`src/rtl/scan_pkg.sv`:
```
// rtl/scan_pkg.sv - shared types, sizes and enable encodings for the 3-to-8 decoder scan sequencer
package scan_pkg;

  localparam int NUM_LINES = 8;
  localparam int ADDR_W    = 3;

  typedef enum logic [1:0] {
    IDLE   = 2'd0,
    ACTIVE = 2'd1,
    GAP    = 2'd2
  } scan_state_e;

  typedef struct packed {
    logic g1;
    logic g2a_n;
    logic g2b_n;
  } scan_en_t;

  localparam scan_en_t EN_ON  = '{g1: 1'b1, g2a_n: 1'b0, g2b_n: 1'b0};
  localparam scan_en_t EN_OFF = '{g1: 1'b0, g2a_n: 1'b1, g2b_n: 1'b1};

  function automatic logic [ADDR_W-1:0] lowest_line(input logic [NUM_LINES-1:0] mask);
    logic [ADDR_W-1:0] r;
    r = '0;
    for (int i = NUM_LINES - 1; i >= 0; i--) begin
      if (!mask[i]) r = ADDR_W'(i);
    end
    return r;
  endfunction

  function automatic logic [ADDR_W-1:0] highest_line(input logic [NUM_LINES-1:0] mask);
    logic [ADDR_W-1:0] r;
    r = '0;
    for (int i = 0; i < NUM_LINES; i++) begin
      if (!mask[i]) r = ADDR_W'(i);
    end
    return r;
  endfunction

endpackage

```
`src/rtl/scan_next_line.sv`:
```
// rtl/scan_next_line.sv - combinational priority finder for the next, lowest and last enabled decoder line
module scan_next_line
  import scan_pkg::*;
(
  input  logic [ADDR_W-1:0]    addr,
  input  logic [NUM_LINES-1:0] mask,
  output logic [ADDR_W-1:0]    next_addr,
  output logic [ADDR_W-1:0]    low_addr,
  output logic                 is_last,
  output logic                 none
);

  // Descending scan so the smallest enabled index above addr is the final assignment.
  always_comb begin
    next_addr = addr;
    is_last   = 1'b1;
    for (int i = NUM_LINES - 1; i >= 0; i--) begin
      if (!mask[i] && (i > int'(addr))) begin
        next_addr = ADDR_W'(i);
        is_last   = 1'b0;
      end
    end
  end

  assign low_addr = lowest_line(mask);
  assign none     = &mask;

endmodule

```
`src/rtl/scan_seq_138.sv`:
```
// rtl/scan_seq_138.sv - 3-to-8 decoder line scan sequencer; SCAN_MASK_EN adds the per-line skip mask port
module scan_seq_138
  import scan_pkg::*;
#(
  parameter int DWELL_W = 8
) (
  input  logic               clk,
  input  logic               rst,
  input  logic               start,
  input  logic               stop,
  input  logic               cont,
  input  logic [DWELL_W-1:0] dwell,
`ifdef SCAN_MASK_EN
  input  logic [NUM_LINES-1:0] mask,
`endif
  output logic [ADDR_W-1:0]  addr,
  output logic               en_g1,
  output logic               en_g2a_n,
  output logic               en_g2b_n,
  output logic               busy,
  output logic               line_done,
  output logic               frame_done
);

  logic [NUM_LINES-1:0] mask_in;
`ifdef SCAN_MASK_EN
  assign mask_in = mask;
`else
  assign mask_in = '0;
`endif

  scan_state_e          state;
  logic [DWELL_W-1:0]   cnt;
  logic [DWELL_W-1:0]   dwell_q;
  logic [NUM_LINES-1:0] mask_q;
  logic                 stop_flag;
  logic                 leave_q;

  logic [NUM_LINES-1:0] mask_sel;
  logic [ADDR_W-1:0]    nxt_addr;
  logic [ADDR_W-1:0]    low_addr;
  logic                 is_last;
  logic                 none;
  logic [ADDR_W-1:0]    wrap_low;
  logic                 wrap_none;
  logic                 stop_now;

  // While idle the finder looks at the live mask so a start can pick its first line.
  assign mask_sel  = (state == IDLE) ? mask_in : mask_q;
  assign wrap_low  = lowest_line(mask_in);
  assign wrap_none = &mask_in;
  assign stop_now  = stop_flag | stop;

  scan_next_line u_next_line (
    .addr      (addr),
    .mask      (mask_sel),
    .next_addr (nxt_addr),
    .low_addr  (low_addr),
    .is_last   (is_last),
    .none      (none)
  );

  always_ff @(posedge clk) begin
    if (rst) begin
      state                        <= IDLE;
      addr                         <= '0;
      {en_g1, en_g2a_n, en_g2b_n}  <= EN_OFF;
      busy                         <= 1'b0;
      line_done                    <= 1'b0;
      frame_done                   <= 1'b0;
      stop_flag                    <= 1'b0;
      leave_q                      <= 1'b0;
      cnt                          <= '0;
      dwell_q                      <= '0;
      mask_q                       <= '0;
    end else begin
      line_done  <= 1'b0;
      frame_done <= 1'b0;
      if (busy && stop) stop_flag <= 1'b1;

      case (state)
        IDLE: begin
          if (start && !none) begin
            state                       <= ACTIVE;
            busy                        <= 1'b1;
            addr                        <= low_addr;
            dwell_q                     <= dwell;
            mask_q                      <= mask_in;
            cnt                         <= dwell;
            stop_flag                   <= stop;
            {en_g1, en_g2a_n, en_g2b_n} <= EN_ON;
            line_done                   <= (dwell == '0);
            frame_done                  <= (dwell == '0) && (low_addr == highest_line(mask_in));
          end
        end

        ACTIVE: begin
          if (cnt != '0) begin
            cnt <= cnt - DWELL_W'(1);
            if (cnt == DWELL_W'(1)) begin
              line_done  <= 1'b1;
              frame_done <= is_last;
            end
          end else begin
            state                       <= GAP;
            {en_g1, en_g2a_n, en_g2b_n} <= EN_OFF;
            if (stop_now || (is_last && !cont)) begin
              leave_q <= 1'b1;
            end else if (is_last) begin
              // Wrap to a new frame: re-latch parameters; an all-masked reload ends the run.
              if (wrap_none) begin
                leave_q <= 1'b1;
              end else begin
                leave_q <= 1'b0;
                addr    <= wrap_low;
                dwell_q <= dwell;
                mask_q  <= mask_in;
              end
            end else begin
              leave_q <= 1'b0;
              addr    <= nxt_addr;
            end
          end
        end

        GAP: begin
          if (leave_q) begin
            state     <= IDLE;
            busy      <= 1'b0;
            stop_flag <= 1'b0;
            leave_q   <= 1'b0;
          end else begin
            state                       <= ACTIVE;
            {en_g1, en_g2a_n, en_g2b_n} <= EN_ON;
            cnt                         <= dwell_q;
            line_done                   <= (dwell_q == '0);
            frame_done                  <= (dwell_q == '0) && is_last;
          end
        end

        default: state <= IDLE;
      endcase
    end
  end

endmodule

```
`config.mk`:
```
export PLATFORM = sky130hd
export DESIGN_NAME = scan_seq_138
export DESIGN_NICKNAME = d
export VERILOG_FILES = /design/src/rtl/scan_pkg.sv /design/src/rtl/scan_next_line.sv /design/src/rtl/scan_seq_138.sv
export SDC_FILE = /design/constraint.sdc
export NUM_CORES = 1
export LEC_CHECK = 0
export BUFFER_PORTS_ARGS = -buffer_cell sky130_fd_sc_hd__buf_4
export CORE_MARGIN = 3
export CORE_UTILIZATION = 58
export CTS_BUF_LIST = sky130_fd_sc_hd__clkbuf_8
export DETAILED_ROUTE_END_ITERATION = 8
export GPL_TIMING_DRIVEN = 1
export PLACE_DENSITY = 0.8
export SYNTH_ARGS = -nofsm -noshare
export SYNTH_HDL_FRONTEND = slang
export SYNTH_HIERARCHICAL = 1
export SYNTH_SLANG_ARGS = --single-unit
export TNS_END_PERCENT = 50
```
`constraint.sdc`:
```
create_clock -name clk -period 4.2 [get_ports clk]
set_input_delay 1.26 -clock clk [delete_from_list [all_inputs] [get_ports clk]]
set_output_delay 1.26 -clock clk [all_outputs]
set_load 0.05 [all_outputs]
```
Word level (Yosys, flattened, before mapping)
Index checks and enable logic that the tools add are counted.
{"block": "totals", "output_inout_bits": 9, "word_cells": 146, "romBits": 0, "n_memories": 0, "latchBits": 0, "input_bits": 13, "ramBits": 0, "reg_bits": 36}
{"block": "op_classes", "eq_ne": 12, "n_mul": 0, "reduce_logical": 38, "shifts": 0, "bitwise_logic": 1, "addsub": 1, "mux": 75, "n_lt_le_gt_ge": 7, "div": 0}
{"cell": "8-bit two-way mux", "n": 11}
{"cell": "3-bit two-way mux", "n": 22}
{"cell": "8-bit case mux with 2 select lines", "n": 2}
{"cell": "1-bit two-way mux", "n": 28}
{"cell": "8-bit case mux with 3 select lines", "n": 1}
{"cell": "8-bit logical NOT", "n": 2}
{"cell": "3-bit greater-than comparator, first input constant", "n": 4}
{"cell": "1-bit logical AND", "n": 12}
{"cell": "2-bit inequality test, second input constant", "n": 6}
{"cell": "1-bit case mux with 3 select lines", "n": 4}
{"cell": "5-bit AND reduction", "n": 2}
{"cell": "1-bit logical NOT", "n": 9}
{"cell": "9-bit by 2-bit inequality test with 1-bit output, second input constant", "n": 1}
{"cell": "8-bit by 1-bit == test with 1-bit output, second input constant", "n": 1}
{"cell": "4-bit AND reduction", "n": 2}
{"cell": "8-bit AND reduction", "n": 1}
{"cell": "8-bit nonzero test", "n": 1}
{"cell": "8-bit by 1-bit subtractor with 8-bit output, second input constant", "n": 1}
{"cell": "2-bit by 3-bit greater-than comparator with 1-bit output, first input constant", "n": 2}
{"cell": "1-bit case mux with 2 select lines", "n": 3}
{"cell": "2-bit case mux with 3 select lines", "n": 1}
{"cell": "3-bit case mux with 2 select lines", "n": 1}
{"cell": "2-bit nonzero test", "n": 3}
{"cell": "2-bit two-way mux", "n": 2}
{"cell": "11 further kinds", "n": 12}

Longest topological paths before layout
{"block": "logic_depth", "ltp_word": 16, "depth_mapped": 10}

By module
The synthesis kept the hierarchy.
{"module": "scan_seq_138", "cells_per_inst": 203, "instances": 1, "seq_area_each_um2": 560.5, "area_each_um2": 1621.6}
{"module": "scan_next_line", "cells_per_inst": 47, "instances": 1, "seq_area_each_um2": 0.0, "area_each_um2": 255.2}

Worst setup path after synthesis
OpenSTA, ideal clock, no wires.
{"block": "synth_path", "path_kind": "register -> register", "from": "register addr[1]", "to": "register dwell_q[2]", "setup_ps": 128, "required_time_ps": 4072, "setup_slack_ps": 1805, "path_stages_with_launch": 10, "t_arrival_ps": 2267, "synth_period_minus_slack_ps": 2395, "cell_sequence": "dfxtp_1 -> buf_2 -> a21oi_1 -> a21oi_1 -> nor2_1 -> nor3b_1 -> a31oi_1 -> nor3_4 -> mux2i_1 -> nor2_1"}
{"block": "synth_between", "elab_chain_cells": 13, "elab_cells_between_ends": 26, "cone_classes": "order compare: 7; eq/ne: 2; mux: 7; reduce/logical: 10"}
{"element": "start, declared", "line": "scan_seq_138.sv:16", "text": "output logic [ADDR_W-1:0] addr,"}
{"element": "start signal, assigned", "line": "scan_seq_138.sv:86", "text": "addr <= low_addr;"}
{"element": "start signal, assigned", "line": "scan_seq_138.sv:115", "text": "addr <= wrap_low;"}
{"element": "start signal, assigned", "line": "scan_seq_138.sv:121", "text": "addr <= nxt_addr;"}
{"element": "3-bit greater-than comparator", "line": "scan_next_line.sv:18", "text": "if (!mask[i] && (i > int'(addr))) begin"}
{"element": "1-bit logical AND", "line": "scan_next_line.sv:18"}
{"element": "1-bit two-way mux (6 in a row)", "line": "scan_next_line.sv:18"}
{"element": "1-bit two-way mux (*)", "line": "scan_next_line.sv:18"}
{"element": "via is_last", "line": "scan_seq_138.sv:42", "text": "logic is_last;"}
{"element": "1-bit logical AND", "line": "scan_seq_138.sv:107", "text": "if (stop_now || (is_last && !cont)) begin"}
{"element": "1-bit logical OR", "line": "scan_seq_138.sv:107"}
{"element": "2-bit inequality test (no line)"}
{"element": "5-bit AND reduction (no line) (*)"}
{"element": "end signal, assigned", "line": "scan_seq_138.sv:87", "text": "dwell_q <= dwell;"}
{"element": "end signal, assigned", "line": "scan_seq_138.sv:116", "text": "dwell_q <= dwell;"}
{"element": "end, declared", "line": "scan_seq_138.sv:34", "text": "logic [DWELL_W-1:0] dwell_q;"}
The timed path passes the listed nets; every way through them passes the cells marked *.
A chain may end at the register's enable or synchronous reset.

Final worst setup path
{"block": "layout_path", "from": "input port start", "to": "register cnt[3]"}
{"block": "layout_between", "elab_chain_cells": 3}
{"element": "start, declared", "line": "scan_seq_138.sv:9", "text": "input logic start,"}
{"element": "1-bit logical AND", "line": "scan_seq_138.sv:83", "text": "if (start && !none) begin"}
{"element": "2-bit by 1-bit inequality test with 1-bit output (no line)"}
{"element": "4-bit AND reduction (no line)"}
{"element": "end signal, assigned", "line": "scan_seq_138.sv:89", "text": "cnt <= dwell;"}
{"element": "end signal, assigned", "line": "scan_seq_138.sv:99", "text": "cnt <= cnt - DWELL_W'(1);"}
{"element": "end signal, assigned", "line": "scan_seq_138.sv:135", "text": "cnt <= dwell_q;"}
{"element": "end, declared", "line": "scan_seq_138.sv:33", "text": "logic [DWELL_W-1:0] cnt;"}
No other way between the ends.

==> summary by stage <==
Die
The number of core rows is 20. The die covers 0.003955 mm^2. In this run the horizontal extent of the chip is 62.89 um. The floorplan step set the die height to 62.89 um. The effective utilization at floorplan is 0.6098. The core region is 0.003078 mm^2.

22 I/O pins were placed.

Timing
The hold violation count in the final report is 0. The final-report max-slew violation count is 0. Clock skew on the completed layout was measured at 0.005461 ns. The final critical path time including I/O delays and setup is 2.561 ns. The worst slack on hold paths is 0.4850 ns. In the finished design, the share of the clock period the worst path needs comes to 0.6097. The setup TNS after final layout is 0 ns. At the pin with the least slew margin, the transition time is 0.6229 ns. Setup violations remaining at the end of the flow were counted as 0. Setup repair after global routing left no endpoint under its margin.

The setup slack after layout is 1.639 ns. The maximum operating frequency is 390.5 MHz. Headroom to the max-slew limit came out at 0.5847.

Power and ir drop
The maximum ir drop on the vdd rail is 0.4187 mV. For this design the ratio of total power to cell area is 753.4 mW/mm^2. The leakage power summed over all cells is 0.9446 nW.

Critical path
Along the worst path, the maximum fanout reaches 15. The data required time of the worst path is 4.41 ns. The kind of critical path is primary input to register. The depth of the most critical reg-to-reg path is 8. The destination of the worst register-to-register timing path is dwell_q[1]. The worst flop-to-flop path startpoint is addr[1]. The kind of end point of the critical path is a register. STA puts the critical path data arrival time at 2.78 ns. The minimum setup slack among reg-to-reg paths is 1.67 ns. STA classifies the critical path startpoint as a primary input.

Finish
In the layout the commonest cells are conb_1, nand2_1, nor2_1. The repair_antennas step left the layout with diodes totalling 0. Excluding fillers, the count of instances in the completed layout stands at 351.

At the end of the flow, the number of nets in the layout was 329. The relative area change from synthesis to final layout is 19.27%. The layout has 279 filler cells. The share of final-layout standard cells stronger than drive strength 1 is 0.1042.

The area of all placed cells without fillers is 0.002238 mm^2. The most common library cell in the layout ignoring fill and taps is conb_1.

Synth
Yosys attributes the largest share of cell area to dfxtp_1, mux2i_1, nand2_1. In this run the cell area of the synthesized design comes to 0.001877 mm^2. The post-synthesis area per instance is 7.507 um^2.

Of the total synthesized cell area, the portion taken by XOR and XNOR cells is 0.02800. Yosys printed 6 warnings. The compound-gate portion of the synthesized area was 0.2280. The largest family of logic cells by synthesized area is simple AND/OR/NAND/NOR gates. Synthesis inferred 28 register bits. The post-synthesis cell type count is 47. The share of async-settable or async-resettable flops after synthesis is 0. Of the post-synthesis cell area, the dominant cell type holds 0.2987. The share of synthesized area spent on multiplexers is 0.06400.

For this run, the register share of the synthesized area comes to 0.2987. The post-synthesis share of cell area spent on and, or, nand and nor gates is 0.2700. Of the total synthesized cell area, the portion taken by full adders, half adders and majority gates is 0.04667. For this run, the leading register cell type out of synthesis is dfxtp_1. The largest total area in the synthesized netlist belongs to dfxtp_1. The synthesized instance count is 250. Yosys mapped a number of flops with a built-in enable equal to 0.

Clocking
The number of sinks on the clock net is 28. The number of gates given a new drive strength after cts is 0. After clock tree synthesis, the flow added hold-fix buffers numbering 0. The tree is rooted in a clkbuf_8. The clock passes through at most 2 buffers. The H-tree depth is 1.

The insertion delay to the later sink of the worst-skew pair is 0.28 ns. The TritonCTS clock tree is yes. After clock tree synthesis, the setup repair step added 0 buffers. The register clock-pin slew on the reported worst setup and hold paths is 0.10 ns. The number of CTS-inserted buffers is 3.

Route
The via density per instance is 5.179. The number of vias in the routed layout is 1818. The first-pass iteration count of the detailed router is 4. The average routed wire per standard cell is 12.15 um.

After the first detailed-routing iteration, the DRC count stood at 143. Summed over all layers, the routed wires come to 4.265 mm. The count of nets left with antenna violations after detail routing is 0. In the routed design, unresolved DRC markers number 0.

Hold path
The number of stages on the worst hold path is 2. The worst hold path belongs to the class register to register. The worst hold endpoint is leave_q. The launch instance of the worst min-delay path is leave_q.

Global route
The remaining global-route overflow is 0. The overall fraction of global-route tracks in use is 0.2224. The number of global-route vias before repair was 1567. The initial antenna violation count was 0. The first global-routing pass estimated 7.162 mm of wire.

Entering global routing, the biggest net connects 28 pins.

Placed design
In this run, placement finished with an instance count of 348. The global placement routability congestion is 0.8970. Timing analysis after detailed placement gives a worst setup slack of 1.400 ns. In this run the tool buffered the top-level ports with 21 buffer cells. The placed wire-length estimate after detailed placement is 3.192 mm. In this run the cell area measured after placement is 0.002197 mm^2.

Outcome
The run finished with clean final reports.

Job
The number of max-capacitance violations reported is 0.
## through the flow
step / util / total power, mW
after floorplan: - / 1.330
after CTS: 0.7272 / 1.679
after global placement: 0.7138 / 1.512
final: 0.7272 / 1.687
after detailed placement: 0.7138 / 1.527
after global routing: 0.7272 / 1.826
## worst max-delay path: stages
cell      delay (ns)
buf_4           0.08
nand2b_1        0.06
a21boi_0        0.39
nand2_1         0.40
or3_1           0.47
a21oi_1         0.11
## registers in the layout, summed over array words and instances (netlist names)
signal / flops
cnt: 8
en_g1: 1
stop_flag: 1
line_done: 1
busy: 1
addr: 3
en_g2b_n: 1
dwell_q: 8
frame_done: 1
state: 2
leave_q: 1
## cell type report
type / instances / area [um^2] / share of cell area
well taps: 44 / 55.05 / 0.02459
flip-flops and latches: 28 / 560.5 / 0.2504
multi-input cells: 241 / 1371 / 0.6126
inverters: 14 / 52.55 / 0.02348
repair buffers: 21 / 157.7 / 0.07043
clock buffers: 3 / 41.29 / 0.01845
## cells by family (layout without fill, tap and decap cells)
kind of cell | Yosys count | after routing
XOR/XNOR | 6 | 6
flip-flops | 28 | 28
buffers and inverters | 27 | 38
adder cells (fa/ha/maj) | 7 | 7
other | 1 | 47
multiplexers | 12 | 12
AND/OR/NAND/NOR | 102 | 102
AO/OA/AOI/OAI | 67 | 67
## synthesized netlist by cell type, types with 3 or more instances
master     n
a211o_1    4
a21oi_1   23
a31oi_1    5
buf_2      4
clkbuf_1   7
dfxtp_1   28
ha_1       7
inv_1     14
mux2i_1   12
nand2_1   31
nand3_1    5
nand4_1    3
nor2_1    30
nor2b_1    7
nor3_1     3
nor3b_1    4
nor4_1     6
o21ai_0   11
o22ai_1    3
or3_1      4
xor2_1     4
## power by group
group / internal (mW) / switching, mW
combinational: 0.424 / 0.630
sequential: 0.367 / 0.116
clock: 0.0646 / 0.0850
total: 0.856 / 0.831
## layer usage
| metal | GRT usage | vias to the layer above | wire, um |
|---|---|---|---|
| met5 | 0 | - | 0 |
| met4 | 0.08540 | 0 | 92 |
| met3 | 0.04676 | 12 | 182 |
| met2 | 0.3386 | 45 | 1959 |
| met1 | 0.3056 | 810 | 2031 |
| li1 | - | 951 | - |
## worst max-delay path by stage
stage	slack [ns]	to	from
after floorplan	1.81	dwell_q[2]	addr[1]
after global placement	1.48	cnt[3]	start
after detailed placement	1.40	cnt[3]	start
after CTS	1.69	cnt[3]	start
after global routing	1.50	cnt[3]	start
final	1.64	cnt[3]	start
No activity file was read; power rests on OpenSTA's default activity.
